`config.mk`:
```
export PLATFORM = sky130hd
export DESIGN_NAME = fetch_unit
export DESIGN_NICKNAME = d
export VERILOG_FILES = /design/src/rtl/rv_pkg.sv /design/src/rtl/branch_history_table.sv /design/src/rtl/fetch_unit.sv
export SDC_FILE = /design/constraint.sdc
export NUM_CORES = 1
export LEC_CHECK = 0
export BUFFER_PORTS_ARGS = -buffer_cell sky130_fd_sc_hd__buf_2
export CAP_MARGIN = 5
export CORE_UTILIZATION = 50
export CTS_BUF_LIST = sky130_fd_sc_hd__clkbuf_4 sky130_fd_sc_hd__clkbuf_8
export CTS_CLUSTER_SIZE = 14
export DETAILED_ROUTE_END_ITERATION = 10
export PLACE_DENSITY = 0.83
export SLEW_MARGIN = 15
export SYNTH_ARGS = -nofsm -noshare
export SYNTH_HDL_FRONTEND = slang
export SYNTH_SLANG_ARGS = --single-unit
```
`constraint.sdc`:
```
create_clock -name clk -period 3.22 [get_ports clk]
set_clock_uncertainty 0.15 [all_clocks]
set_input_delay 0.805 -clock clk [delete_from_list [all_inputs] [get_ports clk]]
set_output_delay 0.805 -clock clk [all_outputs]
set_load 0.005 [all_outputs]
```
`src/rtl/rv_pkg.sv`:
```
// rtl/rv_pkg.sv - shared RISC-V fetch constants, counter type and immediate helpers
package rv_pkg;

    localparam logic [6:0]  OPC_BRANCH = 7'b1100011;
    localparam logic [6:0]  OPC_JAL    = 7'b1101111;
    localparam logic [31:0] NOP_INSTR  = 32'h0000_0013;

    typedef logic [1:0] bht_ctr_t;

    // Weakly not-taken: a single taken outcome flips the prediction.
    localparam bht_ctr_t CTR_RESET = 2'b01;

    // Sign-extended B-type immediate.
    function automatic logic [31:0] imm_b(input logic [31:0] instr);
        return {{19{instr[31]}}, instr[31], instr[7], instr[30:25], instr[11:8], 1'b0};
    endfunction

    // Sign-extended J-type immediate.
    function automatic logic [31:0] imm_j(input logic [31:0] instr);
        return {{11{instr[31]}}, instr[31], instr[19:12], instr[20], instr[30:21], 1'b0};
    endfunction

    // Saturating 2-bit counter step.
    function automatic bht_ctr_t ctr_next(input bht_ctr_t ctr, input logic taken);
        if (taken) begin
            return (ctr == 2'b11) ? ctr : ctr + 2'b01;
        end
        return (ctr == 2'b00) ? ctr : ctr - 2'b01;
    endfunction

endpackage

```
`src/rtl/branch_history_table.sv`:
```
// rtl/branch_history_table.sv - 2-bit saturating counter array, one read and one write port
module branch_history_table
    import rv_pkg::*;
#(
    parameter int unsigned ENTRIES = 64,
    localparam int unsigned IDX_W = $clog2(ENTRIES)
) (
    input  logic             clk,
    input  logic             rst,
    input  logic [IDX_W-1:0] rd_idx,
    output bht_ctr_t         rd_ctr,
    input  logic             wr_en,
    input  logic [IDX_W-1:0] wr_idx,
    input  logic             wr_taken
);

    bht_ctr_t ctr [ENTRIES];

    // Counter array: all entries return to weakly not-taken on reset, one update per cycle.
    always_ff @(posedge clk or negedge rst) begin
        if (!rst) begin
            for (int i = 0; i < int'(ENTRIES); i++) begin
                ctr[i] <= CTR_RESET;
            end
        end else if (wr_en) begin
            ctr[wr_idx] <= ctr_next(ctr[wr_idx], wr_taken);
        end
    end

    // Read is asynchronous and sees the pre-update value on a same-index write.
    assign rd_ctr = ctr[rd_idx];

endmodule

```
`src/rtl/fetch_unit.sv`:
```
// rtl/fetch_unit.sv - IF stage with JAL/branch prediction and IF/ID register; FETCH_BHT_EN enables the BHT
module fetch_unit
    import rv_pkg::*;
#(
    parameter logic [31:0] RESET_PC    = 32'h0000_0000,
    parameter int unsigned BHT_ENTRIES = 64
) (
    input  logic        clk,
    input  logic        rst,
    output logic [31:0] imem_addr,
    input  logic [31:0] imem_rdata,
    input  logic        ID_Stall,
    input  logic        flush,
    input  logic [31:0] ID_RedirectPC,
    input  logic        ID_AttemptBranch,
    input  logic        ID_BranchTaken,
    output logic [31:0] ID_Instr,
    output logic [31:0] ID_PC,
    output logic [31:0] ID_PCPlus4,
    output logic        ID_PredictBranchTaken,
    output logic        ID_Valid
);

    logic [31:0] pc;
    logic [31:0] pc_plus4;
    logic [31:0] pred_target;
    logic [31:0] next_pc;
    logic        is_branch;
    logic        is_jal;
    logic        bht_taken;
    logic        pred_taken;

`ifdef FETCH_BHT_EN
    localparam int unsigned IDX_W = $clog2(BHT_ENTRIES);

    bht_ctr_t bht_ctr;

    branch_history_table #(
        .ENTRIES (BHT_ENTRIES)
    ) u_bht (
        .clk      (clk),
        .rst      (rst),
        .rd_idx   (pc[IDX_W+1:2]),
        .rd_ctr   (bht_ctr),
        .wr_en    (ID_AttemptBranch & ~ID_Stall),
        .wr_idx   (ID_PC[IDX_W+1:2]),
        .wr_taken (ID_BranchTaken)
    );

    assign bht_taken = bht_ctr[1];
`else
    localparam int unsigned unused_bht_entries = BHT_ENTRIES;
    logic unused_bht_inputs;

    assign unused_bht_inputs = ID_AttemptBranch ^ ID_BranchTaken;
    assign bht_taken         = 1'b0;
`endif

    assign imem_addr = pc;

    // Pre-decode and next-PC selection for the instruction being fetched.
    always_comb begin
        is_branch   = (imem_rdata[6:0] == OPC_BRANCH);
        is_jal      = (imem_rdata[6:0] == OPC_JAL);
        pc_plus4    = pc + 32'd4;
        pred_taken  = is_jal | (is_branch & bht_taken);
        pred_target = pc + (is_jal ? imm_j(imem_rdata) : imm_b(imem_rdata));
        next_pc     = pred_taken ? pred_target : pc_plus4;
    end

    // PC and IF/ID register: flush beats stall, stall holds everything.
    always_ff @(posedge clk or negedge rst) begin
        if (!rst) begin
            pc                    <= RESET_PC;
            ID_Instr              <= NOP_INSTR;
            ID_PC                 <= '0;
            ID_PCPlus4            <= '0;
            ID_PredictBranchTaken <= 1'b0;
            ID_Valid              <= 1'b0;
        end else if (flush) begin
            pc                    <= ID_RedirectPC;
            ID_Instr              <= NOP_INSTR;
            ID_PredictBranchTaken <= 1'b0;
            ID_Valid              <= 1'b0;
        end else if (!ID_Stall) begin
            pc                    <= next_pc;
            ID_Instr              <= imem_rdata;
            ID_PC                 <= pc;
            ID_PCPlus4            <= pc_plus4;
            ID_PredictBranchTaken <= pred_taken;
            ID_Valid              <= 1'b1;
        end
    end

endmodule

```
==> flow_summary.toml, run 1 <==
[placed_design]
port_buffers = 197
place_inst = 1272
dpl_cell_area_um2 = 9520
dp_hpwl_mm = 17.0
routabilityCongestion = 0.941

[critical_path]
cp_data_arrival_time_ps = 3660
crit_required_ps = 3410
reg2reg_slack_ps = 200
r2r-end = "imem_addr[26]"
rr_startpoint = "imem_addr[2]"
worst-setup-path-type = "in2reg"
end_kind = "register"
crit_fanout = 5
startpoint_type = "primary input"
r2r_cells = 8

[sta]
finalSetupViolCount = 20
max_freq_mhz = 289
final_max_slew_viol_count = 0
rsz0062_at_grt = "true"
max-slew-margin-rel = 0.587
finalCritPeriodShare = 1.08
final_hold_viol_count = 0
worst_pin_slew_ps = 619
period_minus_slack_ps = 3470
fin_ws_ps = -245

[die]
start_util = 0.515
rows = 45
pin_count = 200
die_x_um = 128
die_h_um = 128
design.die.area_um2 = 16300
core-area_um2 = 15300

[synthesis]
syn_area_per_cell_um2 = 9.29
yosys_warnings = 0
synth_compound_area_frac = 0.185
synth_cells = 849
synth_edf_count = 0
ys_ff_latch = 128
synthMuxAreaShare = 0.0916
synth_seq_area_share = 0.406
dominantRegCellSynth = "dfrtp_1"
synth_nets = 954
synthAdderAreaFrac = 0.0564
async_flop_share = 1.00
netlist_area_um2 = 7890
synth-xor-area-share = 0.0555
synth-simple-area-share = 0.159
ys_types = 72
synth_top_family_by_area = "compound AO/OA/AOI/OAI gates"

[routing]
routed_wl_mm = 24.5
ant_nets = 0
vias = 7733
drc = 0
drt_pass1_iterations = 5
avgRoutedWirePerCell_um = 18.5
drt-initial-drc-count = 944
via_per_inst = 5.84

[pwr]
power_leakage_nw = 4.97
p_per_area_nw_per_um2 = 482
irDropWorstVdd_uv = 281
power.total_w = 0.00502

[clock_network]
cts.sinks = 128
cts_root_buf = "clkbuf_8"
path_clk_slew_ps = 80
cts_tree = "done"
hold_buffers = 0
cts_buffer_depth = 2
clk_latency_ps = 470
htreeDepth = 4
numCtsBuffers = 17

[grt]
antenna_found_initial = 4
grt_pass1_vias = 7095
grt_use_total = 0.293
grt-ovfl-total = 0
grt_pass1_wl_mm = 36.7
grt_start_max_net_pins = 61

[run_status]
violations = "negative setup slack"
outcome = "finished, violations left"

[final_layout]
drive_above_1_share = 0.395
multiInputGateArea_um2 = 4710
final_cells = 1325
nets = 1202
n_fill_cell = 1164
area_growth_pct = 31.8
final-seq-area_um2 = 3210
fin_area_um2 = 10400

[job]
drv_cap = 0

[hold_path]
hold_class = "in2async"
-- flip-flops by register name (all words and copies together), names as in the netlist --
register               cells
ID_Instr                  32
imem_addr                 32
ID_PC                     32
ID_PCPlus4                30
ID_PredictBranchTaken      1
ID_Valid                   1
-- cell usage after synthesis (4+ instances only) --
cell type | n | area [um2]
mux2_2 | 34 | 383
nand4_1 | 11 | 68.8
nand3_1 | 19 | 95.1
nand2_1 | 78 | 293
nor2b_1 | 6 | 37.5
o221ai_1 | 5 | 43.8
a21oi_1 | 71 | 355
xnor2_1 | 26 | 228
a31oi_1 | 12 | 75.1
mux2i_1 | 34 | 340
and3_1 | 9 | 56.3
ha_1 | 34 | 425
o31ai_1 | 4 | 30.0
clkbuf_1 | 37 | 139
or3_1 | 4 | 25.0
dfrtp_1 | 125 | 3130
inv_1 | 14 | 52.6
buf_6 | 6 | 67.6
nand2b_1 | 4 | 25.0
nor2_1 | 99 | 372
nor3_1 | 14 | 70.1
and4_1 | 5 | 43.8
a211oi_1 | 6 | 45.0
buf_4 | 11 | 82.6
o21ai_0 | 50 | 250
o21a_1 | 4 | 30.0
buf_1 | 5 | 18.8
xor2_1 | 24 | 210
a211o_1 | 5 | 43.8
a21o_1 | 27 | 203
o22ai_1 | 5 | 31.3
-- report_power, final --
part / internal, W / leakage, nW / switching (W) / total [W]
registers: 0.00181 / 1.55 / 0.000192 / 0.00200
clock network: 0.000720 / 0.210 / 0.000727 / 0.00145
logic: 0.000770 / 3.21 / 0.000800 / 0.00157
total: 0.00330 / 4.97 / 0.00172 / 0.00502
-- worst max-delay path, cell delays in order --
cell and delay (ps):
buf_6 70, nand4_1 110, or3_4 440, buf_6 150, nand2_4 60, nand2_4 70, ha_4 250, a21o_1 140
nand4_1 200, a211oi_4 400, o311ai_4 150, o22ai_2 200, a41oi_2 160, xnor2_1 160, a221o_1 290
-- per-stage QoR --
stage	TNS, ps	setup slack (ps)	hold slack [ps]	util
4_1_cts	-713	-143	104	0.660
3_3_place_gp	-13080	-783	310	0.622
2_1_floorplan	-10840	-706	323	-
6_report	-2660	-245	96.9	0.679
5_1_grt	-5110	-348	115	0.679
3_5_place_dp	-14820	-843	337	0.622
-- layout make-up --
type | instances | share of cell area
Tap cell | 211 | 0.0254
Clock buffer | 18 | 0.0238
Inverter | 14 | 0.00505
Timing Repair Buffer | 289 | 0.169
Multi-Input combinational cell | 647 | 0.453
Antenna cell | 4 | 0.000962
Sequential cell | 128 | 0.308
Clock inverter | 14 | 0.0147
-- cell families (layout without fill, tap and decap cells) --
group,count (synthesis),in the layout
compound gates,226,226
xor+xnor,50,50
fa+ha+maj,35,35
buf+inv,74,335
flops,128,128
mux,68,68
other cells,0,4
simple gates,268,268
-- metal layers --
metal	track usage	wire, um
met1	0.412	10800
met2	0.433	10900
met3	0.0565	1930
met4	0.145	833
met5	0	0
-- worst max-delay path by stage --
stage                        startpoint             to  slack [ps]  cells past startpoint
after floorplan           imem_rdata[3]  imem_addr[15]        -710                     16
after global placement    imem_rdata[3]  imem_addr[31]        -780                     14
after detailed placement  imem_rdata[3]  imem_addr[31]        -840                     14
after CTS                 imem_rdata[0]  imem_addr[15]        -140                     15
after global routing      imem_rdata[1]  imem_addr[24]        -350                     17
final                     imem_rdata[1]  imem_addr[26]        -250                     15
-- repair_timing --
item,CTS,global route
gates resized for setup,30,50
setup buffers,13,11
pin swaps,37,55
endpoints found under the setup margin,21,25
-- placed cells by master, fill, tap and decap left out, types with 6 or more instances in the layout --
| cell type | instances |
|---|---|
| buf_2 | 192 |
| mux2i_1 | 34 |
| a21oi_2 | 8 |
| buf_4 | 83 |
| dfrtp_1 | 125 |
| clkbuf_8 | 18 |
| nor3_1 | 12 |
| and3_1 | 9 |
| inv_1 | 14 |
| nand3_1 | 19 |
| a31oi_1 | 10 |
| xor2_1 | 24 |
| o21ai_0 | 26 |
| xnor2_1 | 24 |
| mux2_2 | 34 |
| nor2_1 | 95 |
| nand4_1 | 11 |
| ha_4 | 6 |
| ha_1 | 26 |
| a21oi_1 | 64 |
| o21ai_1 | 15 |
| nor2b_1 | 6 |
| o21ai_2 | 10 |
| a21o_1 | 27 |
| buf_6 | 12 |
| nand2_1 | 69 |
No activity file was read; power rests on OpenSTA's default activity.
==> run 2, diff against run 1 <==
Settings changed: CORE_UTILIZATION 50 to 45, PLACE_DENSITY 0.83 to 0.76.
==> run 2 against run 1 <==
  * The flow still finishes with violations (negative setup slack)
  * Count of clock-buffer cells in the layout grew 2
  * Hold slack better by 150 ps
  * Final area grew 0.19%
  * Routed wire length is 1.6% lower
  * Sequential cell count unchanged
  * Sequential power is essentially flat
  * Final cell count is 1.7% higher
  * Largest power group unchanged
  * Highest routed layer unchanged
==> flow_summary.toml, run 2 (synthesis results as in run 1) <==
[routing]
via_per_inst = 5.57
drt_pass1_iterations = 5
ant_nets = 0
vias = 7506
drt-initial-drc-count = 572
avgRoutedWirePerCell_um = 17.9
drc = 0
routed_wl_mm = 24.1

[clock_network]
cts.sinks = 128
path_clk_slew_ps = 80
numCtsBuffers = 17
cts_tree = "done"
hold_buffers = 0
cts_root_buf = "clkbuf_8"
cts_buffer_depth = 2
clk_latency_ps = 450
htreeDepth = 4

[placed_design]
pre_cts_ws_ps = -836
port_buffers = 197
routabilityCongestion = 0.890
dp_hpwl_mm = 17.7
dpl_cell_area_um2 = 9660

[critical_path]
cp_slowest_cell = "or3_4"
slowest_delay_ps = 440
r2r-end = "imem_addr[28]"
r2r_cells = 9
cp_data_arrival_time_ps = 3670
reg2reg_slack_ps = 270
cp_cell_sequence = "buf_6, nand4_1, or3_4, nand2_2, nand2_2, ha_4, fa_2, a21o_1, a221oi_2, o31a_2, a21oi_2, a211oi_2, xnor2_2, o21ai_1, a221oi_1"
crit_buf_inv = 1
path_depth = 15
rr_startpoint = "imem_addr[7]"
startpoint_type = "primary input"
worst-setup-path-type = "in2reg"
crit_start = "imem_rdata[3]"
crit_fanout = 4
end_kind = "register"
crit_required_ps = 3410
endpoint = "imem_addr[15]"
crit_family = "compound AO/OA/AOI/OAI gates"
crit_path_frequent_cell = "nand2_2"

[run_status]
outcome = "finished, violations left"
violations = "negative setup slack"

[grt]
grt_pass1_wl_mm = 37.6
grt_use_total = 0.269
antenna_found_initial = 0
grt_start_max_net_pins = 129
grt-ovfl-total = 0
grt_pass1_vias = 7072

[sta]
worst_pin_slew_ps = 743
fin_ws_ps = -263
period_minus_slack_ps = 3480
finalSetupViolCount = 20
final_max_slew_viol_count = 0
max-slew-margin-rel = 0.505
max_freq_mhz = 287
finalCritPeriodShare = 1.08
final_hold_viol_count = 0
rsz0062_at_grt = "true"

[pwr]
irDropWorstVdd_uv = 266
p_per_area_nw_per_um2 = 472
power.total_w = 0.00492
power_leakage_nw = 4.98

[final_layout]
layout_common_cells = "buf_2, dfrtp_1, buf_4"
nets = 1215
n_antenna_cell = 0
n_fill_cell = 1476
layout_commonest_cell = "buf_2"
drive_above_1_share = 0.394
area_growth_pct = 32.0
fin_area_um2 = 10400

[die]
die_x_um = 134
die_h_um = 134
start_util = 0.458
design.die.area_um2 = 18100
pin_count = 200
rows = 48
core-area_um2 = 17200

[job]
drv_cap = 0

[hold_path]
hold_class = "in2async"
## run 2: cell types whose count changed in the layout (fill, tap and decap cells not counted), moves of 3 or more
cell        change
buf_4          +18
buf_6           -4
diode_2         -4
inv_6           -4
clkinvlp_4      +3
nand2_1         +3
## run 2: area by class of cell
type	instances	area [um2]	area share
Multi-Input combinational cell	647	4660	0.447
Sequential cell	128	3210	0.308
Clock buffer	20	263	0.0252
Clock inverter	11	116	0.0112
Timing Repair Buffer	302	1840	0.177
Inverter	14	52.6	0.00504
Tap cell	225	282	0.0270
## run 2: how the worst min path moves through the flow
stage	startpoint	to	depth (start not counted)	slack, ps
final	rst	ID_PC[23]	2	240
after global placement	ID_PCPlus4[2]	ID_PCPlus4[2]	2	310
after CTS	rst	ID_PC[23]	2	320
after global routing	rst	ID_PC[23]	2	300
after floorplan	ID_PCPlus4[2]	ID_PCPlus4[2]	2	320
after detailed placement	ID_PCPlus4[2]	ID_PCPlus4[2]	2	320
## run 2: metal layers
layer,GRT usage,share of wire
met4,0.106,0.032
met5,0,0
met2,0.391,0.44
met1,0.393,0.47
met3,0.0488,0.056
## run 2: timing repair
action	in CTS	in global routing
setup endpoints to repair	21	25
setup buffers	9	7
resized for setup	34	25
pin swaps	34	29
## run 2: worst reg2reg max path, cell delays in order, from the launching register on
cell,delay (ps)
dfrtp_1,490
ha_1,410
a211oi_1,320
o21ai_1,140
o21a_1,160
o311ai_4,390
o22ai_4,160
a211oi_2,280
xor2_1,180
o221ai_1,130
## run 2: metrics by stage
step,TNS (ps),hold WS (ps),std cells,utilization
2_1_floorplan,-10840,323,849,-
6_report,-2380,243,1347,0.605
5_1_grt,-4860,304,1347,0.605
3_3_place_gp,-14570,310,1300,0.560
4_1_cts,-997,316,1340,0.596
3_5_place_dp,-15170,319,1300,0.560
## run 2: where the power goes
part | internal (W) | switching, W
sequential | 0.00181 | 0.000186
combinational | 0.000775 | 0.000776
clock | 0.000714 | 0.000662
